$ cat src/rtl/enc83_pkg.sv
// Shared types and constants for the 8:3 draining encoder.
// Latency: n/a (declarations only).
// Backpressure: n/a.
// Contents: state enum (IDLE, DRAIN), vector width N, index width AW,
// and a bit-reverse helper used to express highest-index priority as a
// lowest-index search.
package enc83_pkg;

    localparam int N  = 8;
    localparam int AW = 3;

    typedef enum logic {
        IDLE  = 1'b0,
        DRAIN = 1'b1
    } state_t;

    function automatic logic [N-1:0] bitrev(input logic [N-1:0] v);
        logic [N-1:0] r;
        r = '0;
        for (int i = 0; i < N; i++) begin
            r[i] = v[N-1-i];
        end
        return r;
    endfunction

endpackage

$ cat src/rtl/enc83_drain_if.sv
// Request/response bus between a producer of multi-hot vectors and the encoder.
// Latency: n/a (wiring only).
// Backpressure: req_valid/req_ready on the request side, out_valid/out_ready on the output side.
// Signals: e (enable), req_valid, req_ready, req_d[7:0], out_valid, out_ready,
// out_a[2:0], out_last.  master = vector producer / index consumer, slave = encoder.
interface enc83_drain_if;
    import enc83_pkg::*;

    logic          e;
    logic          req_valid;
    logic          req_ready;
    logic [N-1:0]  req_d;
    logic          out_valid;
    logic          out_ready;
    logic [AW-1:0] out_a;
    logic          out_last;

    modport master (
        output e, req_valid, req_d, out_ready,
        input  req_ready, out_valid, out_a, out_last
    );

    modport slave (
        input  e, req_valid, req_d, out_ready,
        output req_ready, out_valid, out_a, out_last
    );
endinterface

$ cat src/rtl/enc83_pick.sv
// Combinational picker: lowest set index of vec at or after start, wrapping modulo N.
// Latency: 0 cycles (pure combinational).
// Backpressure: none.
// Ports: vec[7:0] candidate bits, start[2:0] search origin, idx[2:0] chosen index,
// found = vec has any bit set (idx is 0 when not found).
module enc83_pick
    import enc83_pkg::*;
(
    input  logic [N-1:0]  vec,
    input  logic [AW-1:0] start,
    output logic [AW-1:0] idx,
    output logic          found
);

    logic [AW-1:0] pos;

    // Scan from farthest to nearest so the position closest to start wins.
    always_comb begin
        idx   = '0;
        found = 1'b0;
        pos   = '0;
        for (int k = N - 1; k >= 0; k--) begin
            pos = start + AW'(k);
            if (vec[pos]) begin
                idx   = pos;
                found = 1'b1;
            end
        end
    end

endmodule

$ cat src/rtl/enc83_drain.sv
// Accepts a multi-hot 8-bit vector and drains it one encoded index per accepted output.
// Latency: first out_valid one cycle after acceptance; one index per out_ready cycle.
// Backpressure: req_ready only in IDLE; out_ready=0 holds out_a/out_last/pending.
// Ports: clk, rst_n (async active-low), bus (enc83_drain_if.slave),
// overrun_cnt[ERR_W-1:0] = saturating count of cycles with req_valid & !req_ready.
// Build option: ENC83_RR_EN selects round-robin instead of highest-index priority.
module enc83_drain
    import enc83_pkg::*;
#(
    parameter int ERR_W = 4
) (
    input  logic             clk,
    input  logic             rst_n,
    enc83_drain_if.slave     bus,
    output logic [ERR_W-1:0] overrun_cnt
);

    state_t        state;
    logic [N-1:0]  pending;
    logic          live;       // low through reset, high from first edge after release
    logic          accept_ok;
    logic          out_vld;
    logic          last_bit;
    logic [AW-1:0] sel;
    logic [AW-1:0] pick_idx;
    logic          pick_found;

`ifdef ENC83_RR_EN
    logic [AW-1:0] ptr;

    enc83_pick u_pick (
        .vec   (pending),
        .start (ptr),
        .idx   (pick_idx),
        .found (pick_found)
    );

    assign sel = pick_idx;
`else
    // Highest set index == lowest set index of the bit-reversed vector.
    enc83_pick u_pick (
        .vec   (bitrev(pending)),
        .start ('0),
        .idx   (pick_idx),
        .found (pick_found)
    );

    assign sel = AW'(N - 1) - pick_idx;
`endif

    assign accept_ok = live && (state == IDLE);
    assign out_vld   = (state == DRAIN);
    assign last_bit  = pick_found && ((pending & (pending - 1'b1)) == '0);

    assign bus.req_ready = accept_ok;
    assign bus.out_valid = out_vld;
    assign bus.out_a     = out_vld ? sel : '0;
    assign bus.out_last  = out_vld && last_bit;

    always_ff @(posedge clk or negedge rst_n) begin
        if (!rst_n) begin
            state       <= IDLE;
            pending     <= '0;
            live        <= 1'b0;
            overrun_cnt <= '0;
`ifdef ENC83_RR_EN
            ptr         <= '0;
`endif
        end else begin
            live <= 1'b1;

            if (bus.req_valid && !accept_ok && (overrun_cnt != '1)) begin
                overrun_cnt <= overrun_cnt + 1'b1;
            end

            case (state)
                IDLE: begin
                    // Disabled or empty vectors complete the handshake but load nothing.
                    if (bus.req_valid && accept_ok && bus.e && (bus.req_d != '0)) begin
                        pending <= bus.req_d;
                        state   <= DRAIN;
                    end
                end
                DRAIN: begin
                    if (bus.out_ready) begin
                        pending <= pending & ~(N'(1) << sel);
`ifdef ENC83_RR_EN
                        ptr     <= sel + AW'(1);
`endif
                        if (last_bit) begin
                            state <= IDLE;
                        end
                    end
                end
                default: begin
                    state   <= IDLE;
                    pending <= '0;
                end
            endcase
        end
    end

endmodule

$ cat src/flat_wrapper.sv
// flat-port wrapper written by rule: the top's interface ports become plain ports
module enc83_drain_flat import enc83_pkg::*;
#(
    parameter int ERR_W = 4
)
  (clk, rst_n, overrun_cnt, bus_e, bus_req_valid, bus_req_d, bus_out_ready, bus_req_ready, bus_out_valid, bus_out_a, bus_out_last);
  enc83_drain_if bus_i ();
  input  logic clk;
  input  logic rst_n;
  output logic [ERR_W-1:0] overrun_cnt;
  input wire logic [$bits(bus_i.e)-1:0] bus_e;
  input wire logic [$bits(bus_i.req_valid)-1:0] bus_req_valid;
  input wire logic [$bits(bus_i.req_d)-1:0] bus_req_d;
  input wire logic [$bits(bus_i.out_ready)-1:0] bus_out_ready;
  output wire logic [$bits(bus_i.req_ready)-1:0] bus_req_ready;
  output wire logic [$bits(bus_i.out_valid)-1:0] bus_out_valid;
  output wire logic [$bits(bus_i.out_a)-1:0] bus_out_a;
  output wire logic [$bits(bus_i.out_last)-1:0] bus_out_last;
  assign bus_i.e = bus_e;
  assign bus_i.req_valid = bus_req_valid;
  assign bus_i.req_d = bus_req_d;
  assign bus_i.out_ready = bus_out_ready;
  assign bus_req_ready = bus_i.req_ready;
  assign bus_out_valid = bus_i.out_valid;
  assign bus_out_a = bus_i.out_a;
  assign bus_out_last = bus_i.out_last;
  enc83_drain #(.ERR_W(ERR_W)) u_core (.clk(clk), .rst_n(rst_n), .bus(bus_i), .overrun_cnt(overrun_cnt));
endmodule
$ cat config.mk
export PLATFORM = sky130hd
export DESIGN_NAME = enc83_drain_flat
export DESIGN_NICKNAME = d
export VERILOG_FILES = /design/src/rtl/enc83_pkg.sv /design/src/rtl/enc83_drain_if.sv /design/src/rtl/enc83_pick.sv /design/src/rtl/enc83_drain.sv /design/src/flat_wrapper.sv
export SDC_FILE = /design/constraint.sdc
export NUM_CORES = 1
export LEC_CHECK = 0
export CAP_MARGIN = 10
export CORE_AREA = 10 10 78 80
export CTS_BUF_LIST = sky130_fd_sc_hd__clkbuf_4 sky130_fd_sc_hd__clkbuf_8
export DETAILED_ROUTE_END_ITERATION = 8
export DIE_AREA = 0 0 88 90
export PLACE_DENSITY = 0.53
export SYNTH_ARGS = -nofsm -noshare
export SYNTH_HDL_FRONTEND = slang
export SYNTH_HIERARCHICAL = 1
export SYNTH_SLANG_ARGS = --single-unit
$ cat constraint.sdc
create_clock -name clk -period 2.6 [get_ports clk]
set_input_delay 0.26 -clock clk [delete_from_list [all_inputs] [get_ports clk]]
set_output_delay 0.26 -clock clk [all_outputs]
set_load 0.01 [all_outputs]
==> summary by stage <==
Outcome
The run finished, with violations left. The checks that failed: negative setup slack.

Global routing
The met3 usage in global routing is 1.625%. Summed over all layers, the global routing overflow is 0. The most used routing layer is met2. The first global-routing pass estimated 7831 um of wire. The initial antenna violation count was 0.

The met1 track demand over resource in global routing is 15.47%. Across every metal layer, demand over resource in global routing totals about an eighth. The met2 track utilization from global routing is 19.78%.

Entering global routing, the biggest net connects 20 pins. The via count of the first global-routing pass is 1,601.

Routing
The detailed router's first-iteration violation count is 151. The number of iterations in the first detailed-routing pass is 4. The via total after detailed routing is 1,632. The via-per-instance ratio is around 5.6. Wires add up to 5001 um. Once detail routing completed, the nets flagged for antenna violations numbered 0. The total DRC errors in the routed layout is 0. Dividing the detail-routed wire length by the instance count gives 17.30 um.

Power
The worst-case IR drop observed on VDD is roughly 0.92 mV. The standby leakage power is 0.9734 nW. Dividing total power by cell area gives a power density of 1341 mW/mm2.

Clock network
Clock-pin slew was measured on the worst setup and hold paths at 0.05 ns. The CTS tree is built. The later pin in the worst-skew pair is clocked with a latency of roughly 0.23 ns. The total CTS buffers is 3.

CTS saw 14 sinks. In this run the deepest clock path goes through 2 buffers. The clock root buffer is clkbuf_8. The number of H-tree branching levels is 1.

Placed design
The post-DP HPWL is 3772 um. The number of I/O port buffers is 22. The final weighted congestion in routability-driven placement is 0.9261.

In this run the cell area measured after placement is 0.002067 mm2.

STA
The final count of negative-setup-slack endpoints is 7. The clock period minus worst slack is 2.640 ns. The final hold violation count is 0. The post-route worst setup slack is -0.04011 ns. Setup repair after global routing could not meet its margin everywhere. Setup total negative slack on the finished layout was measured at -0.1614 ns. For the pin with the worst max-slew slack, the measured transition is 0.9314 ns. The final-report max-slew violation count is 0.

The ratio of final minimum period to clock period is 101.5%. For this run, the top clock speed supported by timing is 378.8 MHz. Between clock sinks in the finished design, the worst skew comes to 0.002291 ns. The max-slew headroom at the worst pin is between 30% and 40%.

Critical path
The maximum single-stage delay on the critical path is 0.49 ns. The endpoint required time on the critical path is 2.72 ns. Along the worst path, the maximum fanout reaches 5. For this design, the slowest cell found on the critical path is mux4_2. The number of buffers and inverters on the critical path is 1. The critical path goes through mux4_2 > mux2_4 > o21ai_2 > a31oi_1 > o21bai_1 > mux2_4 > buf_4 > o31ai_4 > o21ai_2 > a22o_1.

The startpoint-to-endpoint class of the critical path is reg2reg. The worst setup path is captured at a flip-flop. In this design, the largest share of critical-path delay is due to multiplexers. The startpoint type of the worst setup path is a flip-flop. The data arrival time of the critical path is roughly 2.8 ns.

Floorplanning
The die is 88 um wide. The die covers about 0.0079 mm2. The number of rows created at floorplan is 25. The number of ports placed on the die boundary is 23. The floorplan step defined a core boundary enclosing 0.004598 mm2. Once the floorplan was initialized, standard cells occupied 34.07% of the core. Measured along the y axis, the die boundary spans 90 um.

Yosys
The proportion of synthesized flip-flops having asynchronous set or reset is 100.0%. The cell with the most instances after synthesis is o21ai_0. By count the netlist is led by 17 x o21ai_0, 14 x dfrtp_1, 13 x nand2_1, 12 x nor2_1.

The Yosys warning count is 6. After synthesis, the largest area contributor takes up 22.36% of total cell area. Sequential cells were found to cover 22.36% of the synthesized design area. The synthesized design spends more area on one cell type than any other, namely dfrtp_1. Sorting the synthesized cells by area gives the leading types as dfrtp_1 22%, mux4_1 8.4%, mux4_2 7.2%.

The post-synthesis sequential element count is 14. The netlist area before placement is 0.001567 mm2. The number of distinct standard cells referenced by the synthesized netlist is 50. Among all flip-flop cells after synthesis, the most frequent one is dfrtp_1.

The instance count of the mapped netlist is 174. The number of flops mapped to enable cells by yosys is 0. Dividing the synthesized area by the synthesized cell count gives 9.003 um2.

Finish
The fraction of the core area covered by cells at the end of the flow is between 40 and 50%. The post-route netlist has 37.87% of its cells at a drive strength greater than 1. After filler insertion, the fill cell instance count of the layout stands at 440.

The multi-input gate area in the final layout is roughly 0.0013 mm2. Summing all flip-flop and latch instances after layout gives 350.3 um2. 0 antenna diodes ended up in the layout. Once layout is done, the placed cells without fillers occupy 0.002291 mm2. The signed area change from the synthesized netlist to the final layout is 46.25%.

The final-stage net count is 253.

Flow run
The tool flagged a number of max-cap violations equal to 0.

Hold path
The tightest min-delay check is of the in2async type.
power by group:
group          internal, W  switching, W  leakage [nW]
Sequential        0.000318      0.000107         0.175
Clock             0.000102     0.0000650        0.0216
Combinational      0.00127       0.00121         0.776
Total              0.00169       0.00138         0.973
flip-flops by register name, summed over array words and instances (netlist names):
register	count
u_core/live	1
u_core/overrun_cnt	4
u_core/bus.out_valid	1
u_core/pending	8
layout by cell type (no fill, tap or decap), types with 6 or more instances in the layout:
cell	instances
buf_6	6
nor2_1	11
o21ai_1	7
inv_1	6
buf_4	30
dfrtp_1	14
nand2_1	11
conb_1	11
o21ai_2	9
mux4_2	9
a22o_1	8
clkdlybuf4s50_1	18
cells by family (layout without fill, tap and decap cells):
| kind of cell | Yosys count | in the layout | synth area share [%] |
|---|---|---|---|
| AOI/OAI and AO/OA | 59 | 59 | 25.24 |
| xor gates and xnor gates | 6 | 6 | 3.355 |
| adders and majority gates | 3 | 3 | 2.396 |
| buffers and inverters | 17 | 69 | 5.830 |
| DFF | 14 | 14 | 22.36 |
| muxes | 21 | 21 | 23.40 |
| other | 2 | 11 | 0.4794 |
| and+or+nand+nor | 52 | 52 | 16.93 |
routing by layer:
layer | up-vias | wire, um | share of wire [%]
met1 | 793 | 2136 | 43
li1 | 786 | - | -
met2 | 43 | 2571 | 51
met3 | 10 | 189 | 3.8
met5 | - | 0 | 0
met4 | 0 | 103 | 2.1
metrics by stage:
| step | hold WS [ns] | cells | worst slack, ns | total power (W) |
|---|---|---|---|---|
| final | 0.4214 | 289 | -0.04011 | 0.003072 |
| after floorplan | -0.03559 | 183 | 0.005640 | 0.001477 |
| after CTS | 0.4399 | 287 | -0.08303 | 0.002736 |
| after detailed placement | 0.5229 | 282 | -0.2108 | 0.002381 |
| after global routing | 0.4654 | 289 | -0.1524 | 0.003287 |
| after global placement | 0.4857 | 282 | -0.1815 | 0.002330 |
timing repair:
action	in CTS	in global routing
pin swaps	12	17
resized for setup	42	33
hold buffers	0	0
setup endpoints to repair	12	12
setup buffers	2	2
worst register-to-register path: stages, from the launching register on:
cell and delay [ns]:
dfrtp_1 0.38, mux4_2 0.49, mux2_4 0.30, o21ai_2 0.11, a31oi_1 0.08, o21bai_1 0.17
mux2_4 0.33, buf_4 0.17, o31ai_4 0.19, o21ai_2 0.10, a22o_1 0.21
area by class of cell:
class | instances | share of cell area, %
Timing Repair Buffer | 58 | 21.52
Sequential cell | 14 | 15.29
Tap cell | 54 | 2.949
Multi-Input combinational cell | 152 | 57.02
Inverter | 8 | 1.420
Clock buffer | 3 | 1.802
worst paths after layout:
| check | end | depth (start not counted) | from | slack, ns |
|---|---|---|---|---|
| setup / recovery | u_core/pending[7] | 10 | u_core/pending[2] | -0.04 |
| hold / removal | u_core/overrun_cnt[1] | 1 | rst_n | 0.42 |
| setup reg to reg | u_core/pending[7] | 10 | u_core/pending[2] | -0.04 |
| hold reg to reg | u_core/overrun_cnt[3] | 1 | u_core/overrun_cnt[3] | 0.52 |
| max in group asynchronous | u_core/pending[7] | 1 | rst_n | 1.77 |
| min in group clk | u_core/overrun_cnt[3] | 1 | u_core/overrun_cnt[3] | 0.52 |
Note: power is estimated with default switching activity, not from simulation.
